`src/rtl/if_fetch.sv`:
```
// if_fetch: THCO-MIPS instruction-fetch stage with IF/ID pipeline register.
// One outstanding req/ack fetch at a time, one branch delay slot, bubbles carry NOP_INST.
module if_fetch #(
  parameter int                ADDR_W   = 16,
  parameter int                INST_W   = 16,
  parameter logic [ADDR_W-1:0] RESET_PC = '0,
  parameter logic [INST_W-1:0] NOP_INST = 16'h0800
) (
  input  logic              clk,
  input  logic              rst,
  input  logic              stall_i,
  input  logic              branch_flag_i,
  input  logic [ADDR_W-1:0] branch_addr_i,
  output logic              imem_req_o,
  output logic [ADDR_W-1:0] imem_addr_o,
  input  logic              imem_ack_i,
  input  logic [INST_W-1:0] imem_rdata_i,
  output logic [ADDR_W-1:0] pc_o,
  output logic [INST_W-1:0] inst_o,
  output logic              inst_valid_o,
  output logic              fetch_busy_o
);

  typedef enum logic {S_FETCH, S_HOLD} state_e;

  state_e              state_q, state_d;
  logic                act_q;
  logic [ADDR_W-1:0]   pc_q, pc_d;
  logic                redir_v_q, redir_v_d;
  logic [ADDR_W-1:0]   redir_addr_q, redir_addr_d;
  logic [ADDR_W-1:0]   hold_pc_q;
  logic [INST_W-1:0]   hold_inst_q;
  logic                hold_we;
  logic [ADDR_W-1:0]   pc_o_q, pc_o_d;
  logic [INST_W-1:0]   inst_q, inst_d;
  logic                vld_q, vld_d;

  logic                complete;
  logic                take;
  logic [ADDR_W-1:0]   pc_inc;
  logic [ADDR_W-1:0]   next_pc;

  // act_q keeps req low for the first cycle after reset release
  assign imem_req_o   = (state_q == S_FETCH) & act_q;
  assign imem_addr_o  = pc_q;
  assign complete     = imem_req_o & imem_ack_i;
  assign take         = branch_flag_i & vld_q & ~stall_i;
  assign pc_inc       = pc_q + ADDR_W'(1);
  assign next_pc      = take ? branch_addr_i : (redir_v_q ? redir_addr_q : pc_inc);
  assign fetch_busy_o = imem_req_o & ~imem_ack_i & rst;

  assign pc_o         = pc_o_q;
  assign inst_o       = inst_q;
  assign inst_valid_o = vld_q;

  always_comb begin
    state_d      = state_q;
    pc_d         = pc_q;
    redir_v_d    = redir_v_q;
    redir_addr_d = redir_addr_q;
    hold_we      = 1'b0;
    pc_o_d       = pc_o_q;
    inst_d       = inst_q;
    vld_d        = vld_q;
    case (state_q)
      S_FETCH: begin
        if (complete) begin
          pc_d      = next_pc;
          redir_v_d = 1'b0;
          if (stall_i) begin
            hold_we = 1'b1;
            state_d = S_HOLD;
          end else begin
            pc_o_d = pc_inc;
            inst_d = imem_rdata_i;
            vld_d  = 1'b1;
          end
        end else begin
          // Branch resolved while the delay-slot fetch is still outstanding
          if (take) begin
            redir_v_d    = 1'b1;
            redir_addr_d = branch_addr_i;
          end
          if (!stall_i) begin
            inst_d = NOP_INST;
            vld_d  = 1'b0;
          end
        end
      end
      S_HOLD: begin
        if (!stall_i) begin
          pc_o_d  = hold_pc_q;
          inst_d  = hold_inst_q;
          vld_d   = 1'b1;
          state_d = S_FETCH;
          // Buffered word is the delay slot; no fetch pending, so retarget the PC directly
          if (take) pc_d = branch_addr_i;
        end
      end
      default: state_d = S_FETCH;
    endcase
  end

  always_ff @(posedge clk or negedge rst) begin
    if (!rst) begin
      state_q   <= S_FETCH;
      act_q     <= 1'b0;
      pc_q      <= RESET_PC;
      redir_v_q <= 1'b0;
      pc_o_q    <= '0;
      inst_q    <= NOP_INST;
      vld_q     <= 1'b0;
    end else begin
      state_q   <= state_d;
      act_q     <= 1'b1;
      pc_q      <= pc_d;
      redir_v_q <= redir_v_d;
      pc_o_q    <= pc_o_d;
      inst_q    <= inst_d;
      vld_q     <= vld_d;
    end
  end

  always_ff @(posedge clk) begin
    redir_addr_q <= redir_addr_d;
    if (hold_we) begin
      hold_inst_q <= imem_rdata_i;
      hold_pc_q   <= pc_inc;
    end
  end

endmodule
```
`config.mk`:
```
export PLATFORM = sky130hd
export DESIGN_NAME = if_fetch
export DESIGN_NICKNAME = d
export VERILOG_FILES = /design/src/rtl/if_fetch.sv
export SDC_FILE = /design/constraint.sdc
export NUM_CORES = 1
export LEC_CHECK = 0
export BUFFER_PORTS_ARGS = -buffer_cell sky130_fd_sc_hd__clkbuf_2
export CORE_MARGIN = 1.5
export CORE_UTILIZATION = 55
export CTS_CLUSTER_DIAMETER = 150
export DETAILED_ROUTE_END_ITERATION = 12
export PLACE_DENSITY_LB_ADDON = 0.12
export REMOVE_ABC_BUFFERS = 1
export SETUP_SLACK_MARGIN = 0.5
export SLEW_MARGIN = 0
export SYNTH_ARGS = -nofsm -noshare
export SYNTH_HDL_FRONTEND = slang
export SYNTH_SLANG_ARGS = --single-unit
```
`constraint.sdc`:
```
create_clock -name clk -period 3 [get_ports clk]
set_input_delay 0.45 -clock clk [delete_from_list [all_inputs] [get_ports clk]]
set_output_delay 0.45 -clock clk [all_outputs]
set_load 0.02 [all_outputs]
```
==> flow_summary_export.csv <==
group,metric,value,unit
placed_design,portBuffers,87,
route,num_vias,3145,
power,switchingPower,1.46,mW
clock_tree,post_cts_buffers,0,
hold_path,hp-class,"input port to flip-flop",
placed_design,dpl.hpwl,6730,um
timing,setup_tns,0,ns
yosys,ys_ff_latch,100,
hold_path,worstHoldPathCells,1,
power,power,3.92,mW
route,vias_per_cell,5.56,
grt,grt_usage,0.243,
timing,worst_pin_slew,0.863,ns
finish,final_cell_mix,"clkbuf_2 (87), nand2_1 (54), dfrtp_1 (51), edfxtp_1 (48), o21ai_0 (28)",
critical_path,worstPathCellList,"buf_4, nor2b_1, and3b_1, clkbuf_2",
critical_path,regToRegStartpoint,"state_q",
hold_path,hp-start,"branch_addr_i[7]",
timing,rsz0062_at_grt,"false",
clock_tree,clockRootBuffer,"clkbuf_8",
status,status,"completed",
clock_tree,clk_pin_slew,0.10,ns
die,die_y,91.7,um
yosys,avgSynthCellArea,11.5,um^2
timing,min_period,2.31,ns
critical_path,crit_arrival,1.86,ns
clock_tree,htree_levels,3,
power,power.internal,2.46,mW
placed_design,gp_congestion,0.893,
yosys,synth-warning-count,0,
critical_path,crit_slowest_cell,"dfrtp_1",
placed_design,place_ws,0.806,ns
power,sw_frac_of_total,0.372,
grt,overflow,0,
critical_path,cp-start-kind,"flip-flop",
grt,antenna_found_initial,0,
critical_path,crit_type,"flip-flop to output port",
power,power_frac_comb,0.279,
timing,slew_headroom,0.425,
route,drt_iter0_markers,168,
clock_tree,cts_resized,0,
grt,grt_max_degree,53,
critical_path,reg2reg_to,"imem_addr_o[6]",
finish,final_common_cell,"clkbuf_2",
yosys,synth_top_area_frac,0.333,
die,die_x,91.7,um
power,power_leakage,2.21,nW
die,placementRows,32,
finish,drive_gt1_frac,0.261,
timing,slew_violations,0,
timing,clock.fmax,0.433,GHz
critical_path,slowest_delay,0.61,ns
critical_path,crit_fanout,18,
clock_tree,cts_tree,"built",
yosys,ys_types,41,
timing,finalClockSkew,0.00797,ns
critical_path,required,2.55,ns
route,finalWirelength,9530,um
yosys,synth_largest_area_cell,"edfxtp_1",
clock_tree,postCtsHoldBufs,0,
critical_path,critical_path.endpoint_type,"output port",
power,clockPowerShare,0.228,
clock_tree,cts_sinks,100,
hold_path,min_to,"redir_addr_q[7]",
critical_path,reg2regPathDepth,5,
clock_tree,clock_path_buffers,2,
route,ant_nets,0,
yosys,synthTopCellsByArea,"edfxtp_1 (33%), dfrtp_1 (29%), nand2_1 (4.7%)",
route,drc,0,
flow_run,drv_cap,0,
power,ir_drop,344,uV
finish,area_delta_synth_final,17.2,%
timing,fin_ws,0.693,ns
die,initial_core_util,0.563,
route,dr.pass1.iters,4,
yosys,synth_seq_area_share,0.634,
timing,whs,0.271,ns
die,die-area,8410,um^2
yosys,synth_cells,375,
clock_tree,cts_buffers,9,
die,ioPinCount,88,
clock_tree,clock_latency,0.36,ns
power,powerDensity,772,nW/um^2
grt,grt_pass1_wl,15600,um
grt,first_global_vias,3120,
timing,final-setup-viol-count,0,
finish,nets,497,
finish,final_util,0.660,
critical_path,r2r_slack,0.75,ns
yosys,syn_area,4330,um^2
finish,antennaDiodeCount,0,
route,avgRoutedWirePerCell,16.8,um
finish,nFillCells,640,
timing,finalCritPeriodShare,0.769,
die,design.core.area,7690,um^2
power,power_frac_seq,0.493,
timing,hold_viol_final,0,
cell type report:
cell class / count / area (um^2) / share of cell area
Clock buffer: 9 / 124 / 0.0244
Clock inverter: 7 / 87.6 / 0.0173
Inverter: 8 / 30.0 / 0.00592
Multi-Input combinational cell: 245 / 1460 / 0.289
Sequential cell: 100 / 2740 / 0.541
Tap cell: 102 / 128 / 0.0252
Timing Repair Buffer: 95 / 495 / 0.0977
synthesized netlist by cell type:
library cell	count
a211oi_1	2
a21o_1	2
a21oi_1	17
a21oi_2	1
a221oi_1	1
a22oi_1	15
a31oi_1	3
and2_1	2
and3_1	6
and3b_1	3
buf_1	3
buf_2	7
clkbuf_1	12
conb_1	1
dfrtp_1	51
dfstp_2	1
edfxtp_1	48
ha_1	1
inv_1	8
mux2i_1	17
nand2_1	54
nand3_1	5
nand3_2	1
nand3_4	1
nand4_1	5
nor2_1	17
nor2b_1	4
nor3_1	3
nor3b_1	1
nor4_1	1
nor4_2	4
o21ai_0	28
o21ai_1	22
o221ai_1	4
o22ai_1	4
or2_1	2
or3_1	3
or4_4	1
xnor2_1	4
xnor2_2	1
xor2_1	9
power groups by stage:
stage | Sequential [mW] | Clock (mW) | Combinational (mW)
2_1_floorplan | 2.13 | 0 | 0.469
4_1_cts | 1.93 | 0.913 | 1.10
5_1_grt | 1.97 | 0.961 | 1.20
6_report | 1.93 | 0.894 | 1.09
3_5_place_dp | 1.96 | 0 | 1.10
3_3_place_gp | 1.95 | 0 | 1.07
worst max path at each step:
stage / cells past startpoint / endpoint / start
finish: 4 / fetch_busy_o / state_q
global route: 5 / imem_addr_o[6] / state_q
CTS: 4 / fetch_busy_o / state_q
detailed placement: 5 / imem_addr_o[6] / state_q
global placement: 5 / imem_addr_o[6] / state_q
floorplan: 2 / hold_inst_q[0] / state_q
cells by family (layout without fill, tap and decap cells):
logic type / after synthesis / in the layout / synth area share
other: 1 / 1 / 0.000866
xor gates and xnor gates: 14 / 14 / 0.0301
DFF: 100 / 100 / 0.634
muxes: 17 / 17 / 0.0393
buffers and inverters: 30 / 119 / 0.0280
and+or+nand+nor: 113 / 113 / 0.132
adders and majority gates: 1 / 1 / 0.00289
AOI/OAI and AO/OA: 99 / 99 / 0.133
registers in the layout (all words and copies together) (netlist names):
name,count
redir_addr_q,16
act_q,1
pc_o,16
inst_o,16
inst_valid_o,1
imem_addr_o,16
hold_inst_q,16
redir_v_q,1
state_q,1
hold_pc_q,16
through the flow:
stage | area [um^2] | std cells
after floorplan | 4240 | 353
after global placement | 4860 | 550
after detailed placement | 4860 | 550
after CTS | 5070 | 566
after global routing | 5070 | 566
final | 5070 | 566
worst max-delay path, delay by kind of cell, from the launching register on:
kind | cells | cell delay (ns)
buffers and inverters | 2 | 0.47
flip-flops | 1 | 0.61
AND/OR/NAND/NOR | 2 | 0.42
routing by layer:
metal | vias up | track usage | wire, um
met3 | 21 | 0.0390 | 546
met4 | 0 | 0.128 | 308
met5 | - | 0 | 0
li1 | 1530 | - | -
met2 | 103 | 0.363 | 4360
met1 | 1491 | 0.345 | 4320
(Power assumes the default switching activity.)
